## src/rtl/unstriping_pkg.sv

```systemverilog
// rtl/unstriping_pkg.sv - shared state encoding and lane-select constants for the unstriping path
package unstriping_pkg;

  typedef enum logic [1:0] {
    IDLE = 2'b00,
    L0   = 2'b01,
    L1   = 2'b10
  } state_t;

  // Lane select values shared by the mux and the striping/unstriping blocks
  localparam logic SEL_LANE0 = 1'b0;
  localparam logic SEL_LANE1 = 1'b1;

endpackage

```

## src/rtl/sat_counter.sv

```systemverilog
// rtl/sat_counter.sv - saturating up-counter with synchronous clear
module sat_counter #(
  parameter int W = 16
) (
  input  logic         clk,
  input  logic         reset,
  input  logic         inc,
  input  logic         clr,
  output logic [W-1:0] count
);

  // Clear wins over increment; the count holds once it reaches all-ones
  always_ff @(posedge clk or posedge reset) begin
    if (reset) begin
      count <= '0;
    end else if (clr) begin
      count <= '0;
    end else if (inc && (count != {W{1'b1}})) begin
      count <= count + 1'b1;
    end
  end

endmodule

```

## src/rtl/unstriping_ctrl.sv

```systemverilog
// rtl/unstriping_ctrl.sv - lane sequencing, output qualification and status for the 2-lane unstriping mux
module unstriping_ctrl
  import unstriping_pkg::*;
#(
  parameter int CNT_W = 16
) (
  input  logic             clk_2f,
  input  logic             reset,
  input  logic             enable,
  input  logic             cnt_clr,
  input  logic             err_clr,
  input  logic             valid_in0,
  input  logic             valid_in1,
  output logic             selector,
  output logic             mux_valid,
  output logic             active,
  output logic             lane_err,
  output logic [CNT_W-1:0] word_cnt,
  output logic [CNT_W-1:0] burst_cnt
);

  state_t state;
  state_t next_state;
  logic   mv_raw;
  logic   err_set;
  logic   burst_end;

  // State register; reset drops any pair that is in flight
  always_ff @(posedge clk_2f or posedge reset) begin
    if (reset) begin
      state <= IDLE;
    end else begin
      state <= next_state;
    end
  end

  // Next state, word qualification, error and burst-close detection
  always_comb begin
    next_state = state;
    mv_raw     = 1'b0;
    err_set    = 1'b0;
    burst_end  = 1'b0;
    case (state)
      IDLE: begin
        mv_raw = enable & valid_in0;
        if (enable && valid_in0) begin
          next_state = L1;
        end else if (enable && valid_in1) begin
          // A burst may only open on lane0
          err_set = 1'b1;
        end
      end
      L1: begin
        // Once lane0 was taken, its partner is serviced even if enable drops
        mv_raw = valid_in1;
        if (valid_in1) begin
          next_state = L0;
        end else begin
          // Odd-length burst: the empty lane1 slot is simply skipped
          next_state = IDLE;
          burst_end  = 1'b1;
        end
      end
      L0: begin
        mv_raw = enable & valid_in0;
        if (enable && valid_in0) begin
          next_state = L1;
        end else begin
          next_state = IDLE;
          burst_end  = 1'b1;
          if (valid_in1 && !valid_in0) begin
            err_set = 1'b1;
          end
        end
      end
      default: begin
        next_state = IDLE;
      end
    endcase
  end

  assign selector  = (state == L1) ? SEL_LANE1 : SEL_LANE0;
  assign active    = (state != IDLE);
  assign mux_valid = mv_raw & ~reset;

  // Sticky misalignment flag; a new error outranks a same-cycle clear
  always_ff @(posedge clk_2f or posedge reset) begin
    if (reset) begin
      lane_err <= 1'b0;
    end else if (err_set) begin
      lane_err <= 1'b1;
    end else if (err_clr) begin
      lane_err <= 1'b0;
    end
  end

  sat_counter #(.W(CNT_W)) u_word_cnt (
    .clk   (clk_2f),
    .reset (reset),
    .inc   (mux_valid),
    .clr   (cnt_clr),
    .count (word_cnt)
  );

  sat_counter #(.W(CNT_W)) u_burst_cnt (
    .clk   (clk_2f),
    .reset (reset),
    .inc   (burst_end),
    .clr   (cnt_clr),
    .count (burst_cnt)
  );

endmodule

```

## config.mk

```make
export PLATFORM = sky130hd
export DESIGN_NAME = unstriping_ctrl
export DESIGN_NICKNAME = d
export VERILOG_FILES = /design/src/rtl/unstriping_pkg.sv /design/src/rtl/sat_counter.sv /design/src/rtl/unstriping_ctrl.sv
export SDC_FILE = /design/constraint.sdc
export NUM_CORES = 1
export LEC_CHECK = 0
export CAP_MARGIN = 40
export CORE_MARGIN = 5
export CORE_UTILIZATION = 51
export DETAILED_ROUTE_END_ITERATION = 16
export MAX_ROUTING_LAYER = met4
export PLACE_DENSITY_LB_ADDON = 0.2
export SYNTH_ARGS = -nofsm -noshare
export SYNTH_HDL_FRONTEND = slang
export SYNTH_SLANG_ARGS = --single-unit
```

## constraint.sdc

```tcl
create_clock -name clk_2f -period 2.3 [get_ports clk_2f]
set_input_delay 0.345 -clock clk_2f [delete_from_list [all_inputs] [get_ports clk_2f]]
set_output_delay 0.345 -clock clk_2f [all_outputs]
set_load 0.05 [all_outputs]
```

# Word-level counts from Yosys, hierarchy flattened
# Cells that the tools add are included.
[classes] add_sub_neg=2 eq_ne=5 mux=20 bitwise=3 n_reduce_logical=12
[ops] operator="16-bit 2-to-1 mux" count=4
[ops] operator="16-bit by 1-bit adder with 16-bit output (second input constant)" count=2
[ops] operator="16-bit != test (second input constant)" count=2
[ops] operator="1-bit 2-to-1 mux" count=10
[ops] operator="2-bit nonzero test" count=4
[ops] operator="1-bit case mux with 2 select lines" count=3
[ops] operator="2-bit case mux with 3 select lines" count=1
[ops] operator="1-bit logical AND" count=5
[ops] operator="2-bit 2-to-1 mux" count=2
[ops] operator="1-bit AND" count=2
[ops] operator="2-bit by 1-bit == test with 1-bit output (second input constant)" count=1
[ops] operator="2-bit == test (second input constant)" count=1
[ops] operator="2-bit zero test" count=1
[ops] operator="2-bit != test (second input constant)" count=1
[ops] operator="2-bit OR reduction" count=1
[ops] operator="1-bit zero test" count=1
[ops] operator="1-bit inverter" count=1
[totals] reg_bits=35 inputBits=7 out_inout_bits=36 word_cells=46

# Depth between registers and ports, before layout
# Gate-level depths: netlist (run 1).
[depth] ltp_word=7 mapped_depth=7 ltp_nobuf=7

# Cells and area by module
# Synthesis (run 1) repeated with hierarchy kept, for this count alone.
[unflattened] cells_unflattened=229 hier_area_um2=2142.1
[modules_own_cells] mod="sat_counter" n_inst=2 cells_per_inst=101 area_each_um2=932.1 seq_area_each_um2=400.4
[modules_own_cells] mod="unstriping_ctrl" n_inst=1 cells_per_inst=27 area_each_um2=277.8 seq_area_each_um2=75.1

# Worst setup path before layout (run 1)
# OpenSTA, ideal clock, no wires.
[synth_timing] kind="register to register" startpoint="register state[0]" endpoint="register u_word_cnt.count[2]" setup_ns=0.128 arrival_ns=2.221 required_ns=2.172 slack_ns=-0.048 stages_incl_launch_ff=8 n_path_buf=0 synth_period_minus_slack_ns=2.348 cell_sequence="dfrtp_1 -> inv_1 -> ha_1 -> and2_1 -> o21ai_2 -> inv_1 -> nand3_1 -> mux2_1"
[synth_via] elab_chain_cells=6 word_cells_on_any_way=8 classes_between="2 x eq/ne; 1 x mux; 1 x bitwise; 4 x reduce/logical"
[synth_lines] item="from (decl)" line_no="unstriping_ctrl.sv:22" source="state_t state;"
[synth_lines] item="from (signal assigned)" line_no="unstriping_ctrl.sv:33" source="state <= next_state;"
[synth_lines] item="2-bit by 1-bit == test with 1-bit output / 2-bit zero test (equally long branches)" line_no="unstriping_ctrl.sv:43" source="case (state)"
[synth_lines] item="2-bit OR reduction (no source line)"
[synth_lines] item="1-bit case mux with 2 select lines *" line_no="unstriping_ctrl.sv:43"
[synth_lines] item="1-bit AND *" line_no="unstriping_ctrl.sv:84" source="assign mux_valid = mv_raw & ~reset;"
[synth_lines] item="via mux_valid" line_no="unstriping_ctrl.sv:15" source="output logic mux_valid,"
[synth_lines] item="1-bit logical AND *" line_no="sat_counter.sv:18" source="end else if (inc && (count != {W{1'b1}})) begin"
[synth_lines] item="2-bit nonzero test (no source line) *"
[synth_lines] item="to (signal assigned)" line_no="sat_counter.sv:19" source="count <= count + 1'b1;"
[synth_lines] item="to (decl)" line_no="sat_counter.sv:9" source="output logic [W-1:0] count"
# Mark *: on every way through the listed nets, which the timed path passes. The rest lies on a longest branch.
# A chain may end at the register's enable or synchronous reset.

# Worst setup path after layout (run 1)
[layout_timing] startpoint="register state[0]" endpoint="output selector"
[layout_via] elab_chain_cells=2
[layout_lines] item="2-bit == test" line_no="unstriping_ctrl.sv:82" source="assign selector = (state == L1) ? SEL_LANE1 : SEL_LANE0;"
[layout_lines] item="1-bit 2-to-1 mux" line_no="unstriping_ctrl.sv:82"
[layout_lines] item="to (decl)" line_no="unstriping_ctrl.sv:14" source="output logic selector,"
# No other way between the ends.

==> results of run 1 <==
## kinds of logic after synthesis
kind of cell | Yosys count
flops | 35
buf+inv | 18
mux | 12
fa+ha+maj | 7
simple gates | 100
compound gates | 52
## state kept, by name, summed over array words and instances (netlist names)
register and count:
lane_err 1, u_burst_cnt.count 16, u_word_cnt.count 16, state 2
## final timing paths
path                            startpoint                     to  slack (ps)  cells after the start
worst max-delay path              state[0]               selector         110                      3
worst min-delay path              lane_err               lane_err         530                      2
worst max register to register    state[0]   u_word_cnt.count[15]         170                      6
worst min register to register    lane_err               lane_err         530                      2
max in group asynchronous            reset  u_burst_cnt.count[11]        1420                      3
min in group asynchronous            reset    u_word_cnt.count[3]         550                      3
## per-layer routing
metal  vias up  track usage (%)  routed length [µm]
met1       955             26.8                2380
met5         -                -                   0
met4         0             7.31                  67
met2        55             33.0                2410
li1        970                -                   -
met3         7             4.67                 269
## area by class of cell
| type | instances | area (µm²) |
|---|---|---|
| inverter | 10 | 37.5 |
| tap | 50 | 62.6 |
| sequential | 35 | 876 |
| timing repair buffer | 54 | 523 |
| clock inverter | 1 | 5.00 |
| multi-input combinational | 171 | 1200 |
| fill | 361 | 1250 |
| clock buffer | 7 | 76.3 |
## placed cells by master, fill, tap and decap left out, types with 2 or more instances in the layout
cell type and count:
a21oi_1 21, and2_1 2, and3_1 3, and4_1 2, buf_4 12, clkbuf_1 2, clkbuf_8 5, clkdlybuf4s50_1 40
dfrtp_1 35, ha_1 6, inv_1 10, mux2_1 10, mux2i_1 2, nand2_1 8, nand2b_1 2, nand3_1 14
nand4_1 9, nor2_1 12, nor2b_1 11, nor3_1 4, nor4_1 8, o2111ai_2 2, o21ai_1 4, o31ai_1 15
or3_1 5, or4_1 14
## power by group
part,internal (mW),switching [mW]
Sequential,0.647,0.0368
Combinational,0.216,0.362
Clock,0.213,0.225
Total,1.08,0.623
## timing repair
action | in CTS | in global routing
setup buffers | 0 | 2
endpoints found under the hold margin | 0 | 0
gates resized for setup | 1 | 2
pin swaps | 0 | 1
setup endpoints to repair | 1 | 4
## worst max-delay path, delay by kind of cell (launching register included)
kind | cells | cell delay (ps)
adder cells (fa/ha/maj) | 1 | 220
buffers and inverters | 2 | 930
flip-flops | 1 | 420
==> impl_results.md, run 1 <==
* Status: complete, no violations
* Synth Register Bits at 35
* Simple-gate area share of the yosys netlist at between 20% and 30%
* CP Data Required Time at 1960 ps
* Setup WS pre-CTS at 59.4 ps
* Synth Instances at roughly 220
* Vias at 1987
* Utilization after layout at roughly 70%
* Worst-path clk slew at about 80 ps
* Routability Congestion at around 0.84
* CTS Root Cell: clkbuf_8
* CTS tree: yes
* Clk_skew at ~11 ps
* Share of layout cells above drive strength 1 at between 10 and 15%
* Post-Layout Cell Count at roughly 330
* Register area share after synthesis at about two fifths
* Total core area at 4030 µm²
* Synth area leader: dfrtp_1
* Mapped Area at around 2100 µm²
* Largest stage delay on the critical path at 810 ps
* Setup Crit Path Kind: reg2out
* Final Slew Violations at 0
* Hold-fix buffers, CTS at 0
* Count leader, synth: dfrtp_1
* Yosys warnings at 0
* Largest family of logic cells by synthesized area: simple AND/OR/NAND/NOR gates
* Fmax at 0.457 GHz
* Initial core utilization at between 50% and 60%
* Placed Cells at between 300 and 400
* Max stage delay cell, worst path: clkdlybuf4s50_1
* EDFF count, synth at 0
* Adder-cell share of the synthesized area at 4.09%
* Die Span Y at 74.8 µm
* Static Leak at 1.11 nW
* Area post-placement at roughly 2700 µm²
* Critical Path Start Type: flip-flop
* Vias in the first global route at ~1900
* Final worst path period share at a little over nine tenths
* Worst slew pin tran at ~510 ps
* Slew HR at approximately 66%
* Worst hold slack at 534 ps
* Final setup TNS at 0 ps
* Peak supply drop at a little under 300 µV
* Share of the synthesized area in the top cell type at approximately two fifths
* Hold Fails Final Rpt at 0
* Synth-to-layout area growth at 29.7%
* Top cells by count, synth: 35 x dfrtp_1, 21 x a21oi_1, 15 x o31ai_1
* Mux contribution to synthesized area at 6.19%
* Worst-Skew Late Latency at 290 ps
* Cell chain of the critical path: inv_1, ha_2, clkdlybuf4s50_1
* Synth Flop Type: dfrtp_1
* Final #Nets at between 200 and 300
* Synth Area in Compound Gates at between 10% and 20%
* Antenna Nets Post-Route at 0
* Pin count of the biggest net entering global routing at 39
* Critical Path End Type: primary output
* Hold WC Path Type: reg2reg
* Final Setup Violations at 0
* Initial DRC Count at around 120
* CTS buffer count at 5
* RSZ-0062 raised after global routing: yes
* Power density cells at about 610 nW/µm²
* Maximum Capacitance Violations at 0
* DRC at 0
* Net Count, Synth at between 200 and 250
* Routed wire length at about 5100 µm
* CP arrival at 1840 ps
* First-pass GRT wire length at between 8000 and 9000 µm
* Antenna Cells at 0
* H-tree levels at 2
* Setup ws final at roughly 110 ps
* Overflow after GRT at 0
* Final instance area at roughly 2800 µm²
* CP Max Fanout at 4
* DR WL/cell at between 15 and 20 µm
* Avg Vias per Cell at between 6 and 7
* Die area at around 5600 µm²
* Final HPWL from detailed placement at 3660 µm
* Port Buffers at 42
* Antenna violations before repair at 0
* Max clock buf depth at 2
* Synth Area in XOR/XNOR at 0%
* Avg Inst Size Synth at between 9 and 10 µm²
* Die X at between 70 and 80 µm
* Boundary Pins at 43
* Final Power at roughly 1.7 mW
* Top cells by area, synth: dfrtp_1 41%, mux2_1 5.3%, o31ai_1 5.3%
* # clock sinks at 35
* Rows at 23
* Tmin final at approximately 2200 ps
* Drt pass-1 iters at 4
* Yosys cell types at 41
* Asr flop ratio synth at between 90% and 100%
* GRT Total Usage at between 20% and 30%
No activity file was read; power rests on OpenSTA's default activity.
==> run 2, diff against run 1 <==
CORE_UTILIZATION = 42   (was 51)
PLACE_DENSITY = 0.67   (was unset)
PLACE_DENSITY_LB_ADDON = unset   (was 0.2)
==> impl_results.md, run 2 (synthesis gave the netlist of run 1 again) <==
* Hold Fails Final Rpt at 0 (unchanged)
* Hold-fix buffers, CTS at 0 (unchanged)
* Routed wire length at 4930 µm (was 5130 µm)
* Setup bufs post-CTS at 0 (unchanged)
* RSZ-0062 raised after global routing: yes (unchanged)
* Final #Nets at 289 (was 291)
* Power density cells at 614 nW/µm² (was 612 nW/µm²)
* Status: complete, no violations (unchanged)
* Die X at 81.4 µm (was 74.8 µm)
* Share of layout cells above drive strength 1 at 10.1% (about the same)
* Crit-path leading delay family: buffers and inverters (unchanged)
* Max stage delay cell, worst path: clkdlybuf4s50_1 (unchanged)
* Static Leak at 1.11 nW (about the same)
* Vias at 1967 (was 1987)
* Critical Path End Type: primary output (unchanged)
* DRC at 0 (unchanged)
* Max clock buf depth at 2 (unchanged)
* CTS Root Cell: clkbuf_8 (unchanged)
* Boundary Pins at 43 (unchanged)
* Peak supply drop at 289 µV (was 296 µV)
* Multi-input combinational cell area at 1210 µm² (was 1200 µm²)
* Largest stage delay on the critical path at 800 ps (was 810 ps)
* Overflow after GRT at 0 (unchanged)
* Final Setup Violations at 0 (unchanged)
* Setup Crit Path Kind: reg2out (unchanged)
* Fmax at 0.455 GHz (was 0.457 GHz)
* Final worst path period share at 95.6% (was 95.2%)
* Synth-to-layout area growth at 32.1% (was 29.7%)
* Commonest non-fill, non-tap cell in the layout: clkdlybuf4s50_1 (unchanged)
* Die Span Y at 81.4 µm (was 74.8 µm)
* Hold path startpoint: lane_err (unchanged)
* P_int at 1.12 mW (was 1.08 mW)
* Critical path origin: state[0] (unchanged)
* Clk_skew at 9.71 ps (was 10.5 ps)
* Worst hold slack at 539 ps (was 534 ps)
* CP bufs+invs at 2 (unchanged)
* CP Data Required Time at 1960 ps (about the same)
* Hold WC Path Type: reg2reg (unchanged)
* Slew HR at 66.1% (was 65.7%)
* Largest regs: u_burst_cnt.count x16, u_word_cnt.count x16, state x2 (unchanged)
* DR WL/cell at 14.3 µm (was 15.6 µm)
* CP Max Fanout at 4 (unchanged)
* P_sw at 0.615 mW (was 0.623 mW)
* Worst-path clk slew at 70 ps (was 80 ps)
* Reg2reg start: state[1] (was state[0])
* Clock power frac at 28.4% (was 25.7%)
* Antenna Nets Post-Route at 0 (unchanged)
* # clock sinks at 35 (unchanged)
* Port Buffers at 42 (unchanged)
* Routability Congestion at 0.808 (was 0.841)
* Gates resized, CTS repair at 1 (unchanged)
* Combinational share of power at 32.2% (was 34.0%)
* Area post-placement at 2700 µm² (was 2670 µm²)
* Rows at 26 (was 23)
* Tmin final at 2200 ps (was 2190 ps)
* Sw frac at 35.4% (was 36.7%)
* Cell chain of the critical path: inv_1, ha_2, clkdlybuf4s50_1 (unchanged)
* First-pass GRT wire length at 8610 µm (was 8940 µm)
* Worst-Skew Late Latency at 290 ps (about the same)
* Drt pass-1 iters at 4 (unchanged)
* Sequential Area at 876 µm² (unchanged)
* Fillers at 450 (was 361)
* Avg Vias per Cell at 5.68 (was 6.06)
* Antenna Cells at 0 (unchanged)
* Antenna violations before repair at 0 (unchanged)
* Seq pwr share at 39.4% (was 40.3%)
* Final setup TNS at 0 ps (unchanged)
* Worst slew pin tran at 507 ps (was 513 ps)
* Final Slew Violations at 0 (unchanged)
* Utilization after layout at 56.2% (was 69.0%)
* Vias in the first global route at 1897 (was 1923)
* Final HPWL from detailed placement at 3520 µm (was 3660 µm)
* CTS tree: yes (unchanged)
* GRT Total Usage at 17.1% (was 21.0%)
* Reg2reg setup slack at 200 ps (was 170 ps)
* Critical Path Start Type: flip-flop (unchanged)
* H-tree levels at 2 (unchanged)
* Total core area at 5040 µm² (was 4030 µm²)
* Die area at 6630 µm² (was 5600 µm²)
* CP arrival at 1850 ps (was 1840 ps)
* Final instance area at 2830 µm² (was 2780 µm²)
* Initial core utilization at 42.5% (was 53.2%)
* Initial DRC Count at 41 (was 124)
* Most frequent cells in the layout: 40 x clkdlybuf4s50_1, 35 x dfrtp_1, 21 x a21oi_1 (unchanged)
* CTS buffer count at 5 (unchanged)
* Pin count of the biggest net entering global routing at 44 (was 39)
* Maximum Capacitance Violations at 0 (unchanged)
run 2: cell types whose count changed in the layout (fill, tap and decap cells not counted):
cell | previous run | this run
buf_12 | 1 | 2
buf_4 | 12 | 9
clkbuf_1 | 2 | 1
clkbuf_8 | 5 | 7
clkinv_2 | 1 | 0
inv_1 | 10 | 9
inv_2 | 0 | 1
o2111ai_2 | 2 | 1
o2111ai_4 | 0 | 1
run 2: final cells by class:
cell class,count,area share [%]
Clock buffer,8,3.54
Inverter,10,1.33
Multi-Input combinational cell,171,42.7
Sequential cell,35,30.9
Tap cell,70,3.09
Timing Repair Buffer,52,18.4
run 2: per-layer routing:
layer	vias up	share of wire [%]	track usage, %
li1	966	-	-
met1	961	49	22.7
met2	32	47	25.7
met3	8	2.9	3.51
met4	0	1.5	6.59
met5	-	0	-
run 2: power by group through the flow:
stage | logic [mW] | clock network [mW] | registers [mW]
after floorplan | 0.323 | 0 | 0.747
after global placement | 0.542 | 0 | 0.695
after detailed placement | 0.544 | 0 | 0.696
after CTS | 0.552 | 0.511 | 0.685
after global routing | 0.616 | 0.542 | 0.690
final | 0.560 | 0.493 | 0.684
run 2: worst register-to-register path, delay by kind of cell (launching register included):
family | cells | cell delay [ps]
compound gates | 3 | 560
simple gates | 1 | 500
flops | 1 | 420
buf+inv | 2 | 320
fa+ha+maj | 1 | 230
run 2: through the flow:
step / cells / setup WS (ps) / power [mW]
6_report: 346 / 101 / 1.74
5_1_grt: 346 / -11.0 / 1.85
4_1_cts: 346 / 6.36 / 1.75
3_5_place_dp: 338 / 53.6 / 1.24
3_3_place_gp: 338 / 107 / 1.24
2_1_floorplan: 224 / 103 / 1.07
run 2: path summary, 6_finish.rpt:
check                      depth (start not counted)                    to
min reg2reg                                        2              lane_err
min                                                2              lane_err
min in group asynchronous                          3   u_word_cnt.count[0]
max in group asynchronous                          3  u_burst_cnt.count[0]
max                                                3              selector
max reg2reg                                        7  u_burst_cnt.count[3]
